$ cat src/rtl/aes_encipher_core_p.sv
// Iterative AES encipher core: runs every round, reads round keys from an external store and shares 1/2/4 external S-box lanes.
// Define AES_ENC_ABORT_EN to add the abort input that cancels a block in progress.
module aes_encipher_core_p #(
    parameter int unsigned SBOX_WORDS = 1
) (
    input  logic                      clk,
    input  logic                      reset_n,
    input  logic                      next,
    input  logic                      keylen,
`ifdef AES_ENC_ABORT_EN
    input  logic                      abort,
`endif
    output logic [3:0]                round,
    input  logic [127:0]              round_key,
    output logic [32*SBOX_WORDS-1:0]  sboxw,
    input  logic [32*SBOX_WORDS-1:0]  new_sboxw,
    input  logic [127:0]              block,
    output logic [127:0]              new_block,
    output logic                      ready
);

    localparam int unsigned LANE_W     = 32 * SBOX_WORDS;
    localparam int unsigned SUB_CYCLES = 4 / SBOX_WORDS;
    localparam int unsigned CNT_W      = 2;
    localparam logic [3:0]  NR_128     = 4'd10;
    localparam logic [3:0]  NR_256     = 4'd14;

    generate
        if (SBOX_WORDS != 1 && SBOX_WORDS != 2 && SBOX_WORDS != 4) begin : g_bad_sbox_words
            $error("aes_encipher_core_p: SBOX_WORDS must be 1, 2 or 4");
        end
    endgenerate

    typedef enum logic [1:0] {
        IDLE = 2'd0,
        SUB  = 2'd1,
        RND  = 2'd2
    } state_t;

    state_t             state;
    logic [127:0]       st;
    logic [3:0]         nr_reg;
    logic [CNT_W-1:0]   sub_cnt;

    logic [127:0]       st_rot;
    logic [127:0]       sr;
    logic [127:0]       mc;
    logic [127:0]       rnd_result;
    logic               last_round;
    logic               abort_req;

`ifdef AES_ENC_ABORT_EN
    assign abort_req = abort;
`else
    assign abort_req = 1'b0;
`endif

    // Multiply by x in GF(2^8) modulo the AES polynomial.
    function automatic logic [7:0] xtime(input logic [7:0] b);
        return {b[6:0], 1'b0} ^ (b[7] ? 8'h1b : 8'h00);
    endfunction

    function automatic logic [31:0] mix_word(input logic [31:0] w);
        logic [7:0] a0, a1, a2, a3;
        {a0, a1, a2, a3} = w;
        return {xtime(a0) ^ xtime(a1) ^ a1 ^ a2 ^ a3,
                a0 ^ xtime(a1) ^ xtime(a2) ^ a2 ^ a3,
                a0 ^ a1 ^ xtime(a2) ^ xtime(a3) ^ a3,
                xtime(a0) ^ a0 ^ a1 ^ a2 ^ xtime(a3)};
    endfunction

    // Row r of the output takes its byte from column (c + r) mod 4.
    function automatic logic [127:0] shift_rows(input logic [127:0] s);
        logic [127:0] r;
        r = '0;
        for (int c = 0; c < 4; c++) begin
            for (int row = 0; row < 4; row++) begin
                r[127 - 32*c - 8*row -: 8] = s[127 - 32*((c + row) % 4) - 8*row -: 8];
            end
        end
        return r;
    endfunction

    // S-box lanes always see the top of the state; SubBytes rotates results in at the bottom.
    assign sboxw = st[127 -: LANE_W];

    generate
        if (SBOX_WORDS == 4) begin : g_rot_full
            assign st_rot = new_sboxw;
        end else begin : g_rot_part
            assign st_rot = {st[127-LANE_W:0], new_sboxw};
        end
    endgenerate

    always_comb begin
        sr         = shift_rows(st);
        mc         = {mix_word(sr[127:96]), mix_word(sr[95:64]),
                      mix_word(sr[63:32]),  mix_word(sr[31:0])};
        last_round = (round == nr_reg);
        rnd_result = (last_round ? sr : mc) ^ round_key;
    end

    always_ff @(posedge clk or negedge reset_n) begin
        if (!reset_n) begin
            state     <= IDLE;
            st        <= '0;
            round     <= '0;
            nr_reg    <= NR_128;
            sub_cnt   <= '0;
            ready     <= 1'b1;
            new_block <= '0;
        end else if (abort_req && state != IDLE) begin
            state   <= IDLE;
            round   <= '0;
            sub_cnt <= '0;
            ready   <= 1'b1;
        end else begin
            unique case (state)
                IDLE: begin
                    if (next) begin
                        st      <= block ^ round_key;
                        round   <= 4'd1;
                        nr_reg  <= keylen ? NR_256 : NR_128;
                        sub_cnt <= '0;
                        ready   <= 1'b0;
                        state   <= SUB;
                    end
                end
                SUB: begin
                    st <= st_rot;
                    if (sub_cnt == CNT_W'(SUB_CYCLES - 1)) begin
                        sub_cnt <= '0;
                        state   <= RND;
                    end else begin
                        sub_cnt <= sub_cnt + CNT_W'(1);
                    end
                end
                RND: begin
                    if (last_round) begin
                        new_block <= rnd_result;
                        ready     <= 1'b1;
                        round     <= '0;
                        state     <= IDLE;
                    end else begin
                        st    <= rnd_result;
                        round <= round + 4'd1;
                        state <= SUB;
                    end
                end
                default: state <= IDLE;
            endcase
        end
    end

endmodule

$ cat config.mk
export PLATFORM = sky130hd
export DESIGN_NAME = aes_encipher_core_p
export DESIGN_NICKNAME = d
export VERILOG_FILES = /design/src/rtl/aes_encipher_core_p.sv
export SDC_FILE = /design/constraint.sdc
export NUM_CORES = 1
export LEC_CHECK = 0
export BUFFER_PORTS_ARGS = -buffer_cell sky130_fd_sc_hd__buf_2
export CORE_MARGIN = 5
export CORE_UTILIZATION = 43
export DETAILED_ROUTE_END_ITERATION = 10
export GPL_ROUTABILITY_DRIVEN = 0
export PLACE_DENSITY = 0.65
export SLEW_MARGIN = 40
export SYNTH_ARGS = -nofsm -noshare
export SYNTH_HDL_FRONTEND = slang
export SYNTH_SLANG_ARGS = --single-unit
$ cat constraint.sdc
create_clock -name clk -period 2.35 [get_ports clk]
set_input_delay 0.1175 -clock clk [delete_from_list [all_inputs] [get_ports clk]]
set_output_delay 0.1175 -clock clk [all_outputs]
set_load 0.02 [all_outputs]
==> impl_results.md, run 1 <==
- Top cells by count, synth: xnor2_1, xor2_1, nand2_1, nor2_1, dfrtp_1
- Die Span Y: approximately 230 microns
- Status: finished, final reports clean
- Num CTS Buffers: 35
- Post-Route WL: approximately 93,000 microns
- DRC viols: 0
- Final setup viols: 0
- Period minus WS final: between 2 and 2.5 ns
- ANT nets after route: 0
- First-pass GRT wire length: approximately 140,000 microns
- GR Overflow Total: 0
- Fmax: around 450 MHz
- Critical-path maximum fanout: 6
- DR vias/cell: 5.596
- CP required: 2.74 ns
- Slew margin rel.: 0.5889
- TritonCTS Sinks: about 270
- Post-synth top area share: 0.3123
- CTS root buffer: clkbuf_16
- Synth unique cells: 39
- Detailed router's first-iteration violation count: 2,053
- Cells after Synth: ~2,500
- RSZ-0062 raised after global routing: no
- Design area: ~28,000 sq um
- Clk_lat worst skew: about 0.56 ns
- Die width: between 200 and 250 microns
- Vias in the first global route: 21,163
- Pleak: 12.79 nW
- Hold Crit Class: in2reg
- Max cap viols: 0
- Regs by FF count: new_block: 128 flops, st: 128 flops, round: 4 flops
- Std cell rows: 81
- I/O pin cnt: between 400 and 500
- # port buffers: 456
- Area growth syn-to-layout: 30.60%
- DR WL/cell: between 20 and 30 microns
- Layout cells sized above 1: 0.2293
- Starting Density: 0.4347
- Post-DP HPWL: between 60,000 and 70,000 microns
- Max clock buf depth: 3
- Critical Path AT: 2.62 ns
- VDD IR-drop max: around 700 uV
- Initial antenna violation count: 3
- Die footprint: roughly 54,000 sq um
- Syn Area/Cell: 8.668 sq um
- Number of enable flip-flop cells after synthesis: 0
- Largest area contributor in the netlist: dfrtp_1
- Slew at the pin closest to its max-slew limit: around 0.61 ns
- Dpl cell area: roughly 24,000 sq um
- CP Class: reg2reg
- Seq/Total Area, Yosys: 0.3135
- Synthesized area: 21,240 sq um
- Final period util: 0.9499
- CTS tree: yes
- Yosys warning total: 0
- Count leader, synth: xnor2_1
- Setup crit end kind: register
- # H-tree levels: 2
- Largest net degree at the start of global routing: between 100 and 150
- Yosys reg bits: 266
- Global Route Usage Sum: 0.3342
- Pre-antenna DRT Iters: 5
- Final hold vios: 0
- Nets: 3,307
- Core ar.: approximately 49,000 sq um
- Largest cells by area after synthesis: dfrtp_1, xnor2_1, xor2_1
- Vias: between 20,000 and 25,000
- Main synth FF type: dfrtp_1
- Slew Limit Fails: 0
- Final Skew: around 0.019 ns
- Worst Setup Start Kind: register
- Post-route setup TNS: 0 ns
- Power consumption: 55.58 mW
- Pwr per Cell Area: about 2000 nW/um^2
- Syn Nets: approximately 2,700
- Synth async-reset ratio: 1.000
- Clock transition at path regs: ~0.060 ns
==> layout by cell type (no fill, tap or decap), drive strengths merged, types with 4 or more instances in the layout <==
master | Yosys | routed
mux2i | 69 | 69
a21oi | 122 | 122
diode | 0 | 5
dfrtp | 265 | 265
dlygate4sd3 | 0 | 199
clkbuf | 149 | 50
xor2 | 302 | 302
clkinv | 1 | 6
o211ai | 4 | 4
xnor2 | 385 | 385
mux2 | 5 | 5
o21ai | 239 | 239
ha | 7 | 7
nand2 | 286 | 286
buf | 139 | 609
a221oi | 42 | 42
o32ai | 77 | 77
nor2 | 280 | 280
xnor3 | 42 | 42
and3 | 5 | 5
==> stage by stage <==
stage               cells  utilization  setup WS (ns)  hold WS (ns)
floorplan            2450            -         0.2133       -0.1781
global placement     3433       0.5011        0.02715       0.09300
detailed placement   3433       0.5011      -0.009535       0.09304
CTS                  3692       0.5659        0.02916     0.0003486
global route         3695       0.5675        0.05117       0.02110
finish               3700       0.5678         0.1178       0.01029
==> what timing repair did <==
item / CTS / global route
hold buffers: 199 / 0
resized for setup: 1 / 7
cloned: 0 / 2
pin swaps: 0 / 1
endpoints found under the setup margin: 2 / 4
hold endpoints to repair: 386 / 0
buffers inserted: 0 / 1
==> power breakdown <==
group | switching [mW] | internal, mW
registers | 3.12 | 6.04
clock network | 2.26 | 3.39
logic | 22.7 | 18.1
total | 28.0 | 27.6
==> layout make-up <==
| class | count | area, sq um |
|---|---|---|
| clock buffers | 49 | 1031 |
| flip-flops and latches | 266 | 6658 |
| repair buffers | 809 | 5736 |
| multi-input cells | 1892 | 13310 |
| diodes | 5 | 12.51 |
| inverters | 4 | 15.01 |
| fillers | 4317 | 21110 |
| clock inverters | 11 | 141.4 |
| well taps | 664 | 830.8 |
==> final timing paths <==
path	cells past startpoint	from	to	slack, ns
min in group asynchronous	2	reset_n	new_block[124]	0.10
worst max register to register	6	st[86]	st[119]	0.12
worst max-delay path	6	st[86]	st[119]	0.12
worst min register to register	2	new_block[51]	new_block[51]	0.48
max in group asynchronous	3	reset_n	new_block[103]	1.41
worst min-delay path	3	round_key[25]	new_block[25]	0.01
==> kinds of logic (layout without fill, tap and decap cells) <==
kind of cell | Yosys count | count (layout) | synth area share
other | 0 | 5 | 0
muxes | 74 | 74 | 0.03517
adders and majority gates | 7 | 7 | 0.004124
AOI/OAI and AO/OA | 502 | 502 | 0.1442
DFF | 266 | 266 | 0.3135
buffers and inverters | 292 | 873 | 0.06510
and+or+nand+nor | 578 | 578 | 0.1033
xor gates and xnor gates | 731 | 731 | 0.3345
==> layer usage <==
metal,track usage,part of all wire
met5,0,0
met4,0.1904,0.070
met3,0.06163,0.090
met2,0.5444,0.46
met1,0.4180,0.38
==> worst max-delay path, cell delays in order (launching register included) <==
cell     delay (ns)
dfrtp_1        0.49
xnor2_1        0.46
xnor2_1        0.20
xor2_1         0.18
mux2i_1        0.12
xor2_1         0.18
o32ai_1        0.45
Power figures use the tool's default switching activity.
==> inputs of run 2 (changes only) <==
- SETUP_SLACK_MARGIN: not set -> 0.15
==> impl_results.md, run 2 (synthesis results as in run 1) <==
- Post-Route WL: 93,380 microns (+0.35%)
- ANT nets after route: 0 (unchanged)
- Clk_lat worst skew: 0.56 ns (about the same)
- Pleak: 12.85 nW (+0.44%)
- Fmax: 461.0 MHz (+2.9%)
- Slew Limit Fails: 0 (unchanged)
- WHS: 0.008935 ns (-0.001360 ns)
- Starting Density: 0.4347 (unchanged)
- GR Overflow Total: 0 (unchanged)
- Detailed router's first-iteration violation count: 2,019 (-1.7%)
- Pre-CTS setup slack: -0.009535 ns (unchanged)
- Die width: 232.2 microns (unchanged)
- First-pass GRT wire length: 136,100 microns (+0.17%)
- Critical Path AT: 2.57 ns (-0.05 ns)
- # placed instances: 3,433 (unchanged)
- Slew at the pin closest to its max-slew limit: 0.6456 ns (+0.03336 ns)
- Final period util: 0.9230 (-0.02692)
- Pint: 27.80 mW (+0.89%)
- DR vias/cell: 5.618 (+0.39%)
- Global Route Usage Sum: 0.3348 (+0.0006063)
- FF-to-FF setup slack: 0.18 ns (+0.06 ns)
- CTS root buffer: clkbuf_16
- Post-layout util: 0.5706 (+0.002792)
- Sequential share of power: 0.165 (about the same)
- Max cap viols: 0 (unchanged)
- Final hold vios: 0 (unchanged)
- Num CTS Buffers: 35 (unchanged)
- Hold Crit Class: in2reg
- Vias in the first global route: 21,259 (+0.45%)
- Critical-path maximum fanout: 25 (+19)
- NetSw: 28.16 mW (+0.49%)
- Die Span Y: 232.2 microns (unchanged)
- Post-route setup TNS: 0 ns (unchanged)
- RSZ-0062 raised after global routing: yes
- DRC viols: 0 (unchanged)
- Final WS setup: 0.1810 ns (+0.06327 ns)
- # port buffers: 456 (unchanged)
- Comb pwr share: 0.734 (about the same)
- Nets: 3,311 (+0.12%)
- DR WL/cell: 25.22 microns (+0.30%)
- VDD IR-drop max: 706.1 uV (+0.46%)
- Std cell rows: 81 (unchanged)
- Most common cell after layout, fill and taps aside: buf_2
- Regs by FF count: new_block: 128 flops, st: 128 flops, round: 4 flops
- CP Class: reg2reg
- Final setup viols: 0 (unchanged)
- Switch share: 0.5032 (-0.0009975)
- Worst Setup Start Kind: register
- Setup crit end kind: register
- Slew margin rel.: 0.5696 (-0.01931)
- Fin cells: 3,702 (+0.054%)
- TritonCTS Sinks: 266 (unchanged)
- Pwr per Cell Area: 2008 nW/um^2 (+0.20%)
- Core ar.: 48,850 sq um (unchanged)
- Clock transition at path regs: 0.06 ns (about the same)
- Post-DP HPWL: 69,760 microns (unchanged)
- Area growth syn-to-layout: 31.24%
- Vias: 20,796 (+0.44%)
- CP required: 2.76 ns (+0.02 ns)
- Die footprint: 53,930 sq um (unchanged)
- Max clock buf depth: 3 (unchanged)
- Initial antenna violation count: 3 (unchanged)
- Most frequent cells in the layout: buf_2, xnor2_1, xor2_1, nand2_1, nor2_1
- Final Skew: 0.01813 ns (-0.0004660 ns)
- I/O pin cnt: 457 (unchanged)
- Largest net degree at the start of global routing: 146 (unchanged)
- CTS tree: yes
- Period minus WS final: 2.169 ns (-0.06327 ns)
- Layout cells sized above 1: 0.2343 (+0.004970)
- # H-tree levels: 2 (unchanged)
- Pre-antenna DRT Iters: 5 (unchanged)
- Clk pwr share: 0.101 (about the same)
- Status: finished, final reports clean
-- run 2: final cells by class --
| type | count | area [sq um] |
|---|---|---|
| Clock buffer | 49 | 1031 |
| Fill cell | 4301 | 20980 |
| Tap cell | 664 | 830.8 |
| Multi-Input combinational cell | 1892 | 13380 |
| Timing Repair Buffer | 813 | 5807 |
| Antenna cell | 3 | 7.507 |
| Inverter | 4 | 15.01 |
| Sequential cell | 266 | 6661 |
| Clock inverter | 11 | 141.4 |
-- run 2: stage by stage --
stage                     instance area, sq um  power, mW
after floorplan                          21240      36.82
after global placement                   24480      47.92
after detailed placement                 24480      48.61
after CTS                                27720      55.03
after global routing                     27860      58.97
final                                    27870      55.97
-- run 2: final timing paths --
| path | cells after the start | end | from |
|---|---|---|---|
| setup / recovery | 6 | new_block[45] | round[1] |
| hold / removal | 3 | new_block[25] | round_key[25] |
| setup reg to reg | 6 | new_block[45] | round[1] |
| hold reg to reg | 2 | new_block[61] | new_block[61] |
| max in group asynchronous | 3 | st[23] | reset_n |
| min in group asynchronous | 2 | new_block[123] | reset_n |
-- run 2: critical path, stage by stage (launching register included) --
cell and delay (ns):
dfrtp_1 0.44, ha_2 0.23, nand3_4 0.15, buf_4 0.39, mux2i_1 0.32, xor2_1 0.35
o21ai_0 0.13
-- run 2: routing by layer --
| layer | track usage | routed length, microns | up-vias | part of all wire |
|---|---|---|---|---|
| met5 | 0 | 0 | - | 0 |
| met4 | 0.1924 | 6638 | 0 | 0.071 |
| met3 | 0.06041 | 8256 | 290 | 0.088 |
| met2 | 0.5459 | 43060 | 1281 | 0.46 |
| met1 | 0.4184 | 35430 | 10071 | 0.38 |
| li1 | - | - | 9154 | - |
-- run 2: power groups by stage --
stage	Combinational [mW]	Sequential [mW]	Clock, mW
finish	41.1	9.22	5.65
global route	43.8	9.27	5.86
CTS	40.3	9.04	5.69
detailed placement	39.5	9.09	0
global placement	38.9	9.05	0
floorplan	29.9	6.90	0
-- run 2: repair_timing --
item	in CTS	in global routing
resized for setup	6	17
setup buffers	0	5
hold buffers	199	0
pin swaps	1	0
hold endpoints to repair	386	0
gates cloned	1	1
endpoints found under the setup margin	23	71
